`src/rtl/dbus_mmio_fifo.sv`:
```
// dbus_mmio_fifo: MMIO push FIFO on the CPU data bus (DATA/STATUS/CONTROL window)
// drained by a valid/ready consumer. Optional threshold IRQ via `define DBUS_FIFO_IRQ_EN.
//  Ports: iCLK, iRST (async, active-high); Dw* CPU bus (read/write strobes, byte
//  enables, address, write data, combinational read data); oHit window decode;
//  oTxValid/oTxData/iTxReady consumer side; oIRQ only with DBUS_FIFO_IRQ_EN.
module dbus_mmio_fifo #(
  parameter logic [31:0] BASE_ADDR  = 32'hFF20_0100,
  parameter int          DEPTH      = 16,
  parameter int          IRQ_THRESH = 8
) (
  input  logic        iCLK,
  input  logic        iRST,
  input  logic        iDwReadEnable,
  input  logic        iDwWriteEnable,
  input  logic [3:0]  iDwByteEnable,
  input  logic [31:0] iDwAddress,
  input  logic [31:0] iDwWriteData,
  output logic [31:0] oDwReadData,
  output logic        oHit,
  output logic        oTxValid,
  output logic [31:0] oTxData,
  input  logic        iTxReady
`ifdef DBUS_FIFO_IRQ_EN
  ,
  output logic        oIRQ
`endif
);

  localparam int AW = $clog2(DEPTH);
  localparam int CW = AW + 1;

  logic [31:0]   r_mem [DEPTH];
  logic [AW-1:0] r_rd_ptr;
  logic [AW-1:0] r_wr_ptr;
  logic [CW-1:0] r_count;
  logic          r_ovf;

  logic [1:0]    w_off;
  logic          w_empty;
  logic          w_full;
  logic          w_pop;
  logic          w_push_req;
  logic          w_push;
  logic          w_ctrl;
  logic          w_flush;
  logic          w_ovf_clr;
  logic [31:0]   w_wdata;
  logic [CW-1:0] w_count_nx;
  logic [7:0]    w_count8;

  // Load strobe is not needed: reads are side-effect free.
  logic w_rd_unused;
  assign w_rd_unused = iDwReadEnable;

  assign w_off   = iDwAddress[3:2];
  assign oHit    = (iDwAddress[31:4] == BASE_ADDR[31:4]) &&
                   (w_off != 2'b11);
  assign w_empty = (r_count == '0);
  assign w_full  = (r_count == CW'(DEPTH));
  assign w_pop   = !w_empty && iTxReady;

  assign w_push_req = iDwWriteEnable && oHit &&
                      (w_off == 2'b00) && (iDwByteEnable != 4'b0);
  // When full, a simultaneous pop frees the slot the push lands in.
  assign w_push     = w_push_req && (!w_full || w_pop);

  assign w_ctrl    = iDwWriteEnable && oHit &&
                     (w_off == 2'b10) && iDwByteEnable[0];
  assign w_flush   = w_ctrl && iDwWriteData[0];
  assign w_ovf_clr = w_ctrl && iDwWriteData[1];

  always_comb begin
    w_wdata = '0;
    for (int i = 0; i < 4; i++) begin
      w_wdata[8*i +: 8] = iDwWriteData[8*i +: 8] & {8{iDwByteEnable[i]}};
    end
  end

  always_comb begin
    w_count_nx = r_count;
    if (w_flush)
      w_count_nx = '0;
    else if (w_push && !w_pop)
      w_count_nx = r_count + CW'(1);
    else if (w_pop && !w_push)
      w_count_nx = r_count - CW'(1);
  end

  always_ff @(posedge iCLK or posedge iRST) begin
    if (iRST) begin
      r_rd_ptr <= '0;
      r_wr_ptr <= '0;
      r_count  <= '0;
      r_ovf    <= 1'b0;
    end else begin
      r_count <= w_count_nx;
      if (w_flush) begin
        r_rd_ptr <= '0;
        r_wr_ptr <= '0;
      end else begin
        if (w_pop)
          r_rd_ptr <= r_rd_ptr + AW'(1);
        if (w_push)
          r_wr_ptr <= r_wr_ptr + AW'(1);
      end
      if (w_push_req && !w_push)
        r_ovf <= 1'b1;
      else if (w_ovf_clr)
        r_ovf <= 1'b0;
    end
  end

  // Storage needs no reset: the head is gated by count.
  always_ff @(posedge iCLK) begin
    if (w_push)
      r_mem[r_wr_ptr] <= w_wdata;
  end

  assign oTxValid = !w_empty;
  assign oTxData  = w_empty ? 32'h0 : r_mem[r_rd_ptr];

  generate
    if (CW >= 8) begin : g_cnt_trunc
      assign w_count8 = r_count[7:0];
    end else begin : g_cnt_pad
      assign w_count8 = {{(8 - CW){1'b0}}, r_count};
    end
  endgenerate

  always_comb begin
    oDwReadData = 32'h0;
    if (oHit) begin
      case (w_off)
        2'b00:   oDwReadData = oTxData;
        2'b01:   oDwReadData = {21'b0, r_ovf, w_full, w_empty, w_count8};
        default: oDwReadData = 32'h0;
      endcase
    end
  end

`ifdef DBUS_FIFO_IRQ_EN
  always_ff @(posedge iCLK or posedge iRST) begin
    if (iRST)
      oIRQ <= 1'b0;
    else
      oIRQ <= (w_count_nx >= CW'(IRQ_THRESH));
  end
`endif

endmodule

```
`config.mk`:
```
export PLATFORM = sky130hd
export DESIGN_NAME = dbus_mmio_fifo
export DESIGN_NICKNAME = d
export VERILOG_FILES = /design/src/rtl/dbus_mmio_fifo.sv
export SDC_FILE = /design/constraint.sdc
export NUM_CORES = 1
export LEC_CHECK = 0
export ABC_AREA = 0
export CORE_MARGIN = 4
export CORE_UTILIZATION = 25
export CTS_BUF_LIST = sky130_fd_sc_hd__clkbuf_4
export DETAILED_ROUTE_END_ITERATION = 16
export GPL_TIMING_DRIVEN = 1
export PLACE_DENSITY = 0.38
export SLEW_MARGIN = 10
export SYNTH_ARGS = -nofsm -noshare
export SYNTH_HDL_FRONTEND = slang
export SYNTH_SLANG_ARGS = --single-unit
```
`constraint.sdc`:
```
create_clock -name iCLK -period 4.6 [get_ports iCLK]
set_input_delay 0.92 -clock iCLK [delete_from_list [all_inputs] [get_ports iCLK]]
set_output_delay 0.92 -clock iCLK [all_outputs]
set_load 0.02 [all_outputs]
```
==> out/results.txt, run 1 <==
clock tree buffer depth - 3
dpl hpwl - 35500 um
part of the power in the clock network - 0.433
GRT Total Usage - 0.138
commonest non-fill, non-tap cell in the layout - edfxtp_1
die span in x - 299 um
max cap viols - 0
die height - 299 um
Sw Ratio - 0.211
Detailed Route Iter0 Violations - 746
min-delay worst type - in -> async
fmax - 228 MHz
# rows - 106
leading post-synthesis cells by cell area - edfxtp_1 73%, mux4_2 16%, and2_1 2.0%, dfrtp_1 1.7%, mux2i_1 0.85%
CTS Root Cell - clkbuf_4
Startpoint Class - register
I/O pin count - 139
Slew Limit Fails - 0
synthesized netlist cell count - 984
CP peak stage delay - 0.54 ns
port bufs - 135
initial core utilization - 0.252
hold buffers post-CTS - 0
fillers - 8243
DR vias - 11.1k
clock transition at the registers of the reported paths - 0.07 ns
total core area - 0.0838 mm2
RSZ-0062 raised after global routing - true
CTS tree - yes
worst vdd ir - 198 uV
Cell Chain, Critical Path - buf_12 > buf_16 > mux4_2 > mux4_2 > and2_2 > nor3b_1 > clkdlybuf4s15_1
Crit. End Element - output pin
PD cells - 357 mW/mm2
GP Congestion - 0.722
skew final - 0.0242 ns
Synth async-reset ratio - 0.0266
first-pass GRT wire length - 88200 um
largest net degree at the start of global routing - 40
Worst Tran Pin Value - 0.786 ns
logic gate share of total power - 0.018
CP max FO - 16
overall power - 9.57 mW
share of cells above drive strength 1 - 0.368
Min Clock Period, post-route - 4.39 ns
NetSw - 2.02 mW
CTS Buf Count - 143
clk_lat worst skew - 0.92 ns
Slowest-stage cell, CP - mux4_2
Tcrit/Tclk final - 0.955
Mean Syn Cell Area - 21.5 um2
fin util - 0.320
vias in the first global route - 12.3k
htree depth - 4
Routed wire per std cell - 23.9 um
# clock sinks - 526
Routed Antenna Nets - 0
Yosys warnings - 0
DRT Pass-1 Iters - 4
Synth top area share - 0.727
Mapped Nets - 1066
Post-synth EDFFs - 512
Layout area overhead - 26.7%
worst relative slew slack - 0.476
drt total wl - 60900 um
post-synth top area cell - edfxtp_1
post-synthesis sequential area ratio - 0.743
initial antenna violation count - 4
Internal - 7.55 mW
grt total ovfl - 0
Final setup viols - 0
Worst Path Required - 3.68 ns
Most used DFF post-synth - edfxtp_1
Avg Vias per Cell - 4.34
number of nets in the layout - 1393
die footprint - 0.0893 mm2
static leakage - 8.06 nW
WS Path Type - reg -> out
status - finished clean
Fin. Hold Viols - 0
DRC - 0
Reg power frac - 0.549
leading cell types in the layout, fill and taps excluded - 512 x edfxtp_1, 208 x clkbuf_4, 154 x mux4_2
synthesized cell area - 0.0212 mm2
Data arrival, critical path - 3.47 ns
synth unique cells - 54
Synth Register Bits - 526
most used cell, CP - mux4_2
## flip-flops by register name (all words and copies together) (netlist names)
name and flops:
r_count 5, r_mem 512, r_wr_ptr 4, r_ovf 1, r_rd_ptr 4
## repair_timing
item | in CTS | in global routing
gates resized for setup | 77 | 26
endpoints found under the hold margin | 0 | 0
gates cloned | 4 | 0
setup buffers | 12 | 12
setup endpoints to repair | 60 | 24
## per-stage QoR
step	hold slack [ns]	area (um2)	worst slack, ns	std cells	TNS [ns]
2_1_floorplan	0.468	21200	-0.485	984	-62.09
3_3_place_gp	0.541	24600	0.0680	2272	0
3_5_place_dp	0.548	24600	0.0671	2272	0
4_1_cts	0.290	26700	-0.0615	2534	-0.155
5_1_grt	0.314	26800	-0.0530	2549	-0.255
6_report	0.419	26800	0.206	2549	0
## critical path, delay by kind of cell (launching register included)
kind	cells	cell delay [ns]
buffers and inverters	3	0.68
muxes	2	1.00
DFF	1	0.43
and+or+nand+nor	2	0.43
## area by class of cell
cell class              instances  area [um2]  share of cell area
clock buffers                 208        1560              0.0583
flip-flops and latches        526       15700               0.587
repair buffers                232        2550              0.0952
diodes                          3        7.51            0.000280
inverters                      10        41.3             0.00154
multi-input cells             398        5240               0.196
clock inverters                38         234             0.00873
well taps                    1134        1420              0.0530
## cells by family (layout without fill, tap and decap cells)
| kind of cell | count (synthesis) | in the layout | synth area share |
|---|---|---|---|
| compound gates | 28 | 28 | 0.00881 |
| xor+xnor | 5 | 5 | 0.00207 |
| fa+ha+maj | 9 | 9 | 0.00568 |
| buf+inv | 60 | 488 | 0.0122 |
| flops | 526 | 526 | 0.743 |
| mux | 179 | 179 | 0.176 |
| other cells | 0 | 3 | 0 |
| simple gates | 177 | 177 | 0.0516 |
## power groups by stage
stage          logic, mW  clock network [mW]  registers, mW
2_1_floorplan     0.0586                   0           5.35
3_3_place_gp       0.174                   0           5.36
3_5_place_dp       0.179                   0           5.36
4_1_cts            0.180                4.34           5.25
5_1_grt            0.193                4.64           5.25
6_report           0.175                4.14           5.25
## cells in the mapped netlist, types with 10 or more instances
cell type / number
mux4_2: 154
mux2i_1: 18
nor3b_1: 24
clkbuf_1: 29
dfrtp_1: 14
nand2_1: 17
nor2_1: 19
edfxtp_1: 512
buf_2: 18
inv_1: 10
and2_1: 69
## path summary, 6_finish.rpt
path / slack (ns) / cells past startpoint / startpoint / to
worst max-delay path: 0.21 / 7 / r_rd_ptr[0] / oDwReadData[13]
worst min-delay path: 0.42 / 2 / iRST / r_wr_ptr[3]
worst max register to register: 1.28 / 9 / r_count[0] / r_count[4]
worst min register to register: 0.59 / 2 / r_ovf / r_ovf
max in group asynchronous: 3.70 / 2 / iRST / r_rd_ptr[1]
min in group iCLK: 0.59 / 2 / r_ovf / r_ovf
## layer usage
metal  vias to the layer above  track usage  part of all wire  routed length, um
li1                       4869            -                 -                  -
met1                      5854        0.175              0.43              26500
met2                       244        0.237              0.51              31100
met3                        93       0.0342             0.039               2350
met4                         0       0.0392             0.017               1050
met5                         -            0                 0                  0
Note: power is estimated with default switching activity, not from simulation.
==> inputs of run 2 (changes only) <==
CELL_PAD_IN_SITES_DETAIL_PLACEMENT = 0   (was not set)
CELL_PAD_IN_SITES_GLOBAL_PLACEMENT = 2   (was not set)
CORE_MARGIN = 2   (was 4)
PLACE_DENSITY = 0.46   (was 0.38)
==> run 2 against run 1 <==
  * Clock-buffer cell count up 11
  * Total power up 2.1%
  * Setup slack worse by 0.030 ns
  * Register-to-register slack worse by 0.05 ns
  * Final cell count down 0.24%
  * Sequential share of layout area up 0.088 points
  * Combinational power about the same
  * Critical endpoint is now oTxData[31]
==> out/results.txt, run 2 (synthesis results as in run 1) <==
Tcrit/Tclk final - 0.962 (+0.00658)
max cap viols - 0 (unchanged)
RSZ-0062 raised after global routing - true
PD cells - 365 mW/mm2 (+2.2%)
GRT Total Usage - 0.146 (+0.00716)
Placed Cells - 2270 (-0.088%)
# rows - 106 (unchanged)
Worst Tran Pin Value - 0.676 ns (-0.110 ns)
dpl hpwl - 36000 um (+1.4%)
Routed wire per std cell - 24.5 um (+2.4%)
CP max FO - 11 (-5)
post-route cell area - 0.0268 mm2 (-0.15%)
number of nets in the layout - 1382 (-0.79%)
hold slack - 0.397 ns (-0.0215 ns)
worst relative slew slack - 0.549 (+0.0726)
initial antenna violation count - 6 (+2)
first-pass GRT wire length - 87300 um (-0.92%)
Fin. Hold Viols - 0 (unchanged)
I/O pin count - 139 (unchanged)
CTS tree - yes
drt total wl - 62200 um (+2.1%)
Startpoint Class - register
non-filler cells, final - 2543 (-0.24%)
die footprint - 0.0870 mm2 (-2.7%)
Worst Path Required - 3.68 ns (about the same)
largest net degree at the start of global routing - 46 (+15%)
leading cell types in the layout, fill and taps excluded - 512 x edfxtp_1, 219 x clkbuf_4, 154 x mux4_2
die span in x - 295 um (-1.3%)
CP peak stage delay - 0.53 ns (about the same)
DRT Pass-1 Iters - 5 (+1)
# clock sinks - 526 (unchanged)
total core area - 0.0837 mm2 (-0.16%)
Final setup viols - 0 (unchanged)
share of cells above drive strength 1 - 0.366 (-0.00147)
hold buffers post-CTS - 0 (unchanged)
DRC - 0 (unchanged)
DR vias - 11.2k (+1.0%)
Worst Path Buf+Inv - 4 (+1)
initial core utilization - 0.253 (+0.000400)
Cell Chain, Critical Path - buf_12 > buf_16 > buf_12 > mux4_2 > mux4_2 > and2_1 > dlygate4sd2_1
overall power - 9.77 mW (+2.1%)
Avg Vias per Cell - 4.39 (+1.3%)
GP Congestion - 0.698 (-3.4%)
Crit. End Element - output pin
min-delay worst type - in -> async
cell family with most CP delay - multiplexers
clock transition at the registers of the reported paths - 0.06 ns (about the same)
clock tree buffer depth - 3 (unchanged)
Final WS setup - 0.176 ns (-0.0303 ns)
static leakage - 8.08 nW (+0.25%)
clk_lat worst skew - 0.96 ns (+0.04 ns)
WS Path Type - reg -> out
Min Clock Period, post-route - 4.42 ns (+0.0303 ns)
Largest register FFs - 512 (unchanged)
worst slack at placement - 0.00104 ns (-0.0660 ns)
Biggest register - r_mem
CTS Root Cell - clkbuf_4
Slowest-stage cell, CP - mux4_2
Slew Limit Fails - 0 (unchanged)
port bufs - 135 (unchanged)
Routed Antenna Nets - 0 (unchanged)
CTS Buf Count - 146 (+2.1%)
status - finished clean
commonest non-fill, non-tap cell in the layout - edfxtp_1
vias in the first global route - 12.2k (-0.60%)
Data arrival, critical path - 3.50 ns (+0.03 ns)
worst vdd ir - 162 uV (-18%)
Detailed Route Iter0 Violations - 824 (+10%)
Layout area overhead - 26.5%
Largest regs - r_mem x512, r_count x5
Post-Place Cell Area - 0.0246 mm2 (-0.11%)
fmax - 226 MHz (-0.68%)
skew final - 0.0464 ns (+0.0222 ns)
htree depth - 4 (unchanged)
grt total ovfl - 0 (unchanged)
die height - 295 um (-1.3%)
## run 2: layout make-up
type	count	area (um2)
repair buffers	218	2380
well taps	1134	1420
clock buffers	219	1640
clock inverters	33	269
inverters	10	37.5
flip-flops and latches	526	15700
fillers	8124	56900
diodes	5	12.5
multi-input cells	398	5260
## run 2: path summary, 6_finish.rpt
check                      cells after the start     startpoint          end  slack, ns
min in group iCLK                              6  iDwAddress[2]        r_ovf       0.55
max reg2reg                                    9     r_count[3]   r_count[4]       1.23
max                                            7    r_rd_ptr[0]  oTxData[31]       0.18
min                                            2           iRST        r_ovf       0.40
min reg2reg                                    2          r_ovf        r_ovf       0.57
max in group asynchronous                      2           iRST  r_rd_ptr[1]       3.70
## run 2: timing repair
| action | CTS | global route |
|---|---|---|
| setup endpoints to repair | 62 | 21 |
| endpoints found under the hold margin | 0 | 0 |
| resized for setup | 84 | 18 |
| gates cloned | 2 | 1 |
| buffers inserted | 9 | 5 |
| pin swaps | 1 | 0 |
## run 2: stage by stage
stage | utilization | TNS [ns]
after detailed placement | 0.294 | 0
final | 0.320 | 0
after CTS | 0.319 | -0.163
after global routing | 0.320 | -0.0670
after global placement | 0.294 | -0.0384
after floorplan | - | -62.09
## run 2: per-layer routing
metal  part of all wire  vias up  GRT usage
met2               0.48      336      0.231
met3              0.050       79     0.0351
met4              0.016        0     0.0478
met5                  0        -          0
li1                   -     4840          -
met1               0.46     5919      0.196
## run 2: power by group
group / internal [mW] / total [mW] / switching, mW
clock network: 2.44 / 4.34 / 1.90
logic: 0.0687 / 0.177 / 0.108
registers: 5.25 / 5.25 / 0.000142
==> inputs of run 3 (changes only) <==
CORE_ASPECT_RATIO = 0.9   (was not set)
SLEW_MARGIN = 30   (was 10)
==> run 3 against run 2 <==
  * Sequential share of layout area down 0.16 points
  * Total power is 1.6% higher
  * Critical path depth unchanged
  * Largest cell class unchanged
==> out/results.txt, run 3 (synthesis results as in run 1) <==
status - finished clean
DR vias - 11.0k (-1.2%)
static leakage - 8.02 nW (-0.75%)
dpl hpwl - 35400 um (-1.7%)
first-pass GRT wire length - 86900 um (-0.47%)
Fin. Hold Viols - 0 (unchanged)
worst relative slew slack - 0.585 (+0.0365)
die span in x - 311 um (+5.3%)
largest net degree at the start of global routing - 31 (-33%)
fin util - 0.319 (-0.000449)
commonest non-fill, non-tap cell in the layout - edfxtp_1
fmax - 226 MHz (-0.12%)
PD cells - 370 mW/mm2 (+1.3%)
Routed wire per std cell - 24.0 um (-1.8%)
share of cells above drive strength 1 - 0.365 (-0.000794)
Slowest-stage cell, CP - mux4_2
CP peak stage delay - 0.56 ns (+0.03 ns)
area of the multi-input gates - 0.00524 mm2 (-0.31%)
Critical Path End - oDwReadData[30]
non-filler cells, final - 2555 (+0.47%)
grt total ovfl - 0 (unchanged)
Cell Chain, Critical Path - buf_12 > buf_16 > mux4_2 > mux4_2 > and2_1 > nor3b_1 > clkdlybuf4s15_1
Worst Tran Pin Value - 0.621 ns (-0.0546 ns)
GP Congestion - 0.708 (+1.5%)
register area - 0.0157 mm2 (unchanged)
CTS Buf Count - 149 (+2.1%)
vias in the first global route - 12.1k (-0.68%)
Post-Place Cell Area - 0.0247 mm2 (+0.40%)
GRT Total Usage - 0.143 (-0.00285)
Placed Cells - 2274 (+0.18%)
most used cell, CP - mux4_2
flop2flop setup slack - 1.23 ns (about the same)
Critical path origin - r_rd_ptr[0]
I/O pin count - 139 (unchanged)
Largest register FFs - 512 (unchanged)
# rows - 101 (-4.7%)
drt total wl - 61400 um (-1.3%)
Worst Path Required - 3.68 ns (about the same)
Largest regs - r_mem x512, r_count x5
initial antenna violation count - 7 (+1)
total core area - 0.0840 mm2 (+0.42%)
Layout area overhead - 26.8%
Final WS setup - 0.171 ns (-0.00529 ns)
RR Startpoint - r_count[0]
max cap viols - 0 (unchanged)
Worst Path Buf+Inv - 3 (-1)
Startpoint Class - register
die height - 280 um (-5.1%)
Final setup viols - 0 (unchanged)
overall power - 9.92 mW (+1.6%)
initial core utilization - 0.252 (-0.00105)
clk_lat worst skew - 0.95 ns (about the same)
CP max FO - 16 (+5)
Detailed Route Iter0 Violations - 627 (-24%)
Min Clock Period, post-route - 4.43 ns (+0.00529 ns)
Tcrit/Tclk final - 0.963 (+0.00115)
CTS Root Cell - clkbuf_4
Crit. End Element - output pin
worst slack at placement - 0.110 ns (+0.109 ns)
htree depth - 4 (unchanged)
RSZ-0062 raised after global routing - true
Routed Antenna Nets - 0 (unchanged)
fillers - 8157 (+0.41%)
WS Path Type - reg -> out
cell family with most CP delay - multiplexers
Data arrival, critical path - 3.51 ns (about the same)
reg2reg end - r_count[4]
clock transition at the registers of the reported paths - 0.07 ns (about the same)
Crit path depth - 7 (unchanged)
worst vdd ir - 187 uV (+15%)
# clock sinks - 526 (unchanged)
CTS tree - yes
port bufs - 135 (unchanged)
die footprint - 0.0870 mm2 (about the same)
Biggest register - r_mem
DRC - 0 (unchanged)
number of nets in the layout - 1385 (+0.22%)
cell depth of the worst flop-to-flop path - 9 (unchanged)
clock tree buffer depth - 3 (unchanged)
Avg Vias per Cell - 4.32 (-1.6%)
post-route cell area - 0.0268 mm2 (+0.28%)
leading cell types in the layout, fill and taps excluded - 512 x edfxtp_1, 227 x clkbuf_4, 154 x mux4_2
skew final - 0.0353 ns (-0.0111 ns)
DRT Pass-1 Iters - 5 (unchanged)
Slew Limit Fails - 0 (unchanged)
min-delay worst type - in -> async
==> run 3: worst reg2reg max path: stages (launching register included) <==
cell and delay [ns]:
dfrtp_1 0.49, or4_4 0.63, o21ai_1 0.51, nand2_1 0.28, fa_1 0.48, a21o_1 0.20
a21oi_1 0.21, a211oi_1 0.07, mux2i_1 0.21, mux2i_1 0.22
==> run 3: layer usage <==
layer | global-route usage | share of wire | vias to the layer above
met2 | 0.238 | 0.49 | 282
li1 | - | - | 4853
met5 | 0 | 0 | -
met1 | 0.181 | 0.44 | 5813
met3 | 0.0311 | 0.043 | 97
met4 | 0.0561 | 0.022 | 0
==> run 3: timing repair <==
| item | 4_1_cts | 5_1_grt |
|---|---|---|
| hold buffers | 0 | 0 |
| buffers inserted | 10 | 0 |
| gates resized for setup | 50 | 2 |
| endpoints found under the setup margin | 60 | 4 |
| cloned | 1 | 0 |
==> run 3: worst min-delay path by stage <==
stage,start,to,slack [ns],cells past startpoint
finish,iRST,r_count[4],0.38,2
CTS,iRST,r_count[4],0.27,2
global placement,r_ovf,r_ovf,0.56,2
floorplan,r_ovf,r_ovf,0.47,2
global route,iRST,r_ovf,0.37,2
detailed placement,r_ovf,r_ovf,0.57,2
==> run 3: layout make-up <==
| type | count | area share |
|---|---|---|
| Antenna cell | 4 | 0.000373 |
| Multi-Input combinational cell | 398 | 0.195 |
| Clock inverter | 39 | 0.0112 |
| Sequential cell | 526 | 0.587 |
| Timing Repair Buffer | 218 | 0.0886 |
| Inverter | 10 | 0.00154 |
| Tap cell | 1133 | 0.0528 |
| Clock buffer | 227 | 0.0635 |
==> run 3: metrics by stage <==
stage	hold WS, ns	setup TNS [ns]
3_3_place_gp	0.564	0
5_1_grt	0.373	-0.0619
6_report	0.380	0
3_5_place_dp	0.567	0
2_1_floorplan	0.468	-62.09
4_1_cts	0.272	-0.0603
==> run 3: power breakdown <==
part / internal, mW / total [mW] / switching (mW)
sequential: 5.25 / 5.25 / 0.000144
combinational: 0.0683 / 0.175 / 0.106
clock: 2.52 / 4.49 / 1.97
